### src/rtl/prio_encoder_pipe.sv
// Registered N-input priority encoder with a one-entry valid/ready output buffer.
// Define PRIO_ENC_ROUND_ROBIN_EN for rotating priority; otherwise lowest index wins.
module prio_encoder_pipe #(
    parameter int N = 8,
    parameter int W = $clog2(N)
) (
    input  logic         clk,
    input  logic         rst_n,
    input  logic         in_vld,
    output logic         in_rdy,
    input  logic [N-1:0] in,
    output logic         out_vld,
    input  logic         out_rdy,
    output logic [W-1:0] out,
    output logic         valid,
    output logic         multi
);

    logic         r_out_vld;
    logic [W-1:0] r_out;
    logic         r_valid;
    logic         r_multi;

    logic         w_cap;
    logic         w_any;
    logic         w_multi;
    logic [N-1:0] w_search;
    logic [W-1:0] w_off;
    logic [W-1:0] w_idx;

    assign in_rdy  = !r_out_vld || out_rdy;
    assign w_cap   = in_vld && in_rdy;
    assign w_any   = |in;
    // clearing the lowest set bit leaves something only if two or more bits were set
    assign w_multi = |(in & (in - N'(1)));

    always_comb begin
        w_off = '0;
        for (int i = N - 1; i >= 0; i--) begin
            if (w_search[i]) begin
                w_off = W'(i);
            end
        end
    end

`ifdef PRIO_ENC_ROUND_ROBIN_EN
    logic [W-1:0]   r_rr_ptr;
    logic [2*N-1:0] w_dbl;
    logic [W:0]     w_sum;

    // rotate so bit rr_ptr lands at position 0, then map the offset back modulo N
    assign w_dbl    = {in, in} >> r_rr_ptr;
    assign w_search = w_dbl[N-1:0];
    assign w_sum    = {1'b0, r_rr_ptr} + {1'b0, w_off};

    always_comb begin
        w_idx = w_sum[W-1:0];
        if (w_sum >= (W+1)'(N)) begin
            w_idx = W'(w_sum - (W+1)'(N));
        end
    end

    always_ff @(posedge clk) begin
        if (!rst_n) begin
            r_rr_ptr <= '0;
        end else if (w_cap && w_any) begin
            r_rr_ptr <= (w_idx == W'(N - 1)) ? '0 : w_idx + W'(1);
        end
    end
`else
    assign w_search = in;
    assign w_idx    = w_off;
`endif

    always_ff @(posedge clk) begin
        if (!rst_n) begin
            r_out_vld <= 1'b0;
            r_out     <= '0;
            r_valid   <= 1'b0;
            r_multi   <= 1'b0;
        end else begin
            if (w_cap) begin
                r_out_vld <= 1'b1;
                r_out     <= w_any ? w_idx : '0;
                r_valid   <= w_any;
                r_multi   <= w_multi;
            end else if (out_rdy) begin
                r_out_vld <= 1'b0;
            end
        end
    end

    assign out_vld = r_out_vld;
    assign out     = r_out;
    assign valid   = r_valid;
    assign multi   = r_multi;

endmodule

### config.mk
export PLATFORM = sky130hd
export DESIGN_NAME = prio_encoder_pipe
export DESIGN_NICKNAME = d
export VERILOG_FILES = /design/src/rtl/prio_encoder_pipe.sv
export SDC_FILE = /design/constraint.sdc
export NUM_CORES = 1
export LEC_CHECK = 0
export ABC_CLOCK_PERIOD_IN_PS = 1100
export BUFFER_PORTS_ARGS = -buffer_cell sky130_fd_sc_hd__buf_2
export CORE_AREA = 2 2 39 41
export CTS_CLUSTER_SIZE = 20
export DETAILED_ROUTE_END_ITERATION = 16
export DIE_AREA = 0 0 41 43
export MAX_ROUTING_LAYER = met4
export PLACE_DENSITY = 0.59
export SLEW_MARGIN = 5
export SYNTH_ARGS = -nofsm -noshare
export SYNTH_HDL_FRONTEND = slang
export SYNTH_SLANG_ARGS = --single-unit
### constraint.sdc
create_clock -name clk -period 1.1 [get_ports clk]
set_clock_uncertainty 0.05 [all_clocks]
set_input_delay 0.165 -clock clk [delete_from_list [all_inputs] [get_ports clk]]
set_output_delay 0.165 -clock clk [all_outputs]
set_load 0.01 [all_outputs]
==> reports/metrics.cfg <==
[min_path]
worstHoldPathCells = 3
min_to = out_vld
min_from = in_vld
holdCritPathClass = input pin to register

[clock_network]
clkLatencyLatePin_ps = 240
cts_buffers = 3
clk_pin_slew_worst_paths_ps = 50
cts_sinks = 6
cts_tree = done
root_buffer = clkbuf_4
max-clock-path-buffers = 2
htree_levels = 1

[routing]
dr.pass1.iters = 4
routed_via_density = 4.58
drt-total-wl_um = 928
num_vias = 408
detail-route-antenna-nets = 0
drtIter0Drc = 9
wl_per_cell_um = 10.4
drc = 0

[synth]
ys_seq_elements = 6
postSynthAreaPerCell_sq_um = 8.16
synth_cell_types = 21
syn_nets = 56
ys_seq_area_share_pct = 33.4
synth_warnings = 0
postSynthCellCount = 44
syn_area_sq_um = 359

[setup_path]
cp.required_ps = 880
path_class = register to output port
rr_worst_depth = 5
cp_data_arrival_time_ps = 790
crit_path_end_kind = output port
r2r_setup_slack_ps = 130
reg2reg_from = out_vld
worstSetupStartpointType = register
rr_endpoint = out[0]
crit_path_max_fanout = 3

[timing]
tightest_slew_ps = 368
fmax_mhz = 992
timing.slew.headroom_pct = 75.3
tns_ps = 0
rsz0062_at_grt = no
drv_slew = 0
fin_ws_ps = 92.2
hold_viol = 0
hold_slack_ps = 145
finalCritPeriodShare_pct = 91.6
setup_violations = 0
fin_crit_ps = 1010

[floorplan]
io_pins = 19
core-area_sq_um = 1380
die_h_um = 43
die_width_um = 41
initial_core_util_pct = 25.9
dieArea_sq_um = 1760
row_count = 14

[global_route]
antenna_found_initial = 0
grt_usage_pct = 12.7
grt_max_degree = 11
grt_overflow = 0
grt_pass1_wl_um = 1480
grt_pass1_vias = 387

[job]
maxCapViolCount = 0

[placement]
dp_hpwl_um = 724
portBuffers = 18
gp_congestion = 0.708
post-place-ws_ps = -123

[power_and_ir_drop]
cellLeakagePower_nw = 0.266
peakVddDrop_mv = 0.553
power_density_nw_per_um2 = 1020

[run_status]
status = completed

[finish]
final_layout_size_suffix_gt1_share_pct = 49.3
diodes = 0
fin_nets = 87
fin_util_pct = 41.2
area_growth_pct = 58.9

-- critical path, cell delays in order (launching register included) --
cell and delay, ps:
dfxtp_2 340, nand2b_4 70, buf_2 140
-- metal layers --
layer  GRT usage, %  wire length [um]  vias to the layer above
met4           8.00                10                        0
met1           15.2               460                      177
met3           3.14                63                        2
li1               -                 -                      217
met5              -                 0                        -
met2           18.1               394                       12
-- stage by stage --
| stage | cells | total power [W] | area [sq um] |
|---|---|---|---|
| finish | 89 | 0.000581 | 571 |
| global route | 89 | 0.000620 | 571 |
| CTS | 89 | 0.000584 | 558 |
| detailed placement | 86 | 0.000377 | 531 |
| global placement | 86 | 0.000377 | 531 |
| floorplan | 44 | 0.000293 | 360 |
-- placed cells by master (no fill, tap or decap), types with 2 or more instances in the layout --
cell      Yosys  layout
a21oi_1       7       7
nor3_1        2       2
dfxtp_1       6       5
nor2_1        2       2
o21ai_0       2       2
nand2_1       4       4
buf_4         0       8
clkbuf_4      0       3
inv_1         4       4
buf_2         0      18
nor2b_1       3       3
o31ai_1       2       2
-- flip-flops by register name, indices dropped and copies added (netlist names) --
| signal | count |
|---|---|
| valid | 1 |
| out_vld | 1 |
| multi | 1 |
| out | 3 |
-- synth_stat cells, drive strengths merged --
master	number	share of area [%]
a21boi	2	4.2
a21oi	7	9.8
a31oi	1	1.7
a32oi	1	2.4
dfxtp	6	33
inv	4	4.2
maj3	1	2.8
nand2	5	5.9
nand2b	1	1.7
nor2	2	2.1
nor2b	3	5.2
nor3	2	2.8
nor3b	1	2.1
nor4	2	9.4
o21ai	2	2.8
o31ai	3	7.7
or3	1	1.7
-- worst max path at each step --
stage	from	to	cells after the start
2_1_floorplan	out_vld	out[1]	5
3_3_place_gp	in[0]	multi	5
3_5_place_dp	in[0]	multi	5
4_1_cts	out_vld	out[1]	5
5_1_grt	in[1]	multi	5
6_report	out_vld	in_rdy	2
-- report_power, final --
part	total (W)	internal [W]	switching, W
sequential	0.000237	0.000230	0.00000673
combinational	0.000141	0.0000698	0.0000716
clock	0.000203	0.000123	0.0000791
-- layout make-up --
cell class / count / area [sq um]
repair buffers: 26 / 150
well taps: 16 / 20.0
flip-flops and latches: 6 / 121
clock buffers: 3 / 22.5
inverters: 4 / 15.0
multi-input cells: 34 / 241
fillers: 153 / 813
-- kinds of logic (layout without fill, tap and decap cells) --
logic type,Yosys count,in the layout,share of synthesized area [%]
AO/OA/AOI/OAI,16,16,28.6
flip-flops,6,6,33.5
adder cells (fa/ha/maj),1,1,2.79
AND/OR/NAND/NOR,17,17,31.0
buffers and inverters,4,33,4.18
-- repair_timing --
action                                  in CTS  in global routing
endpoints found under the setup margin       1                  5
buffers inserted                             0                  0
cloned                                       0                  0
pin swaps                                    0                  0
hold buffers                                 0                  0
resized for setup                            1                  2
Note: power is estimated with default switching activity, not from simulation.
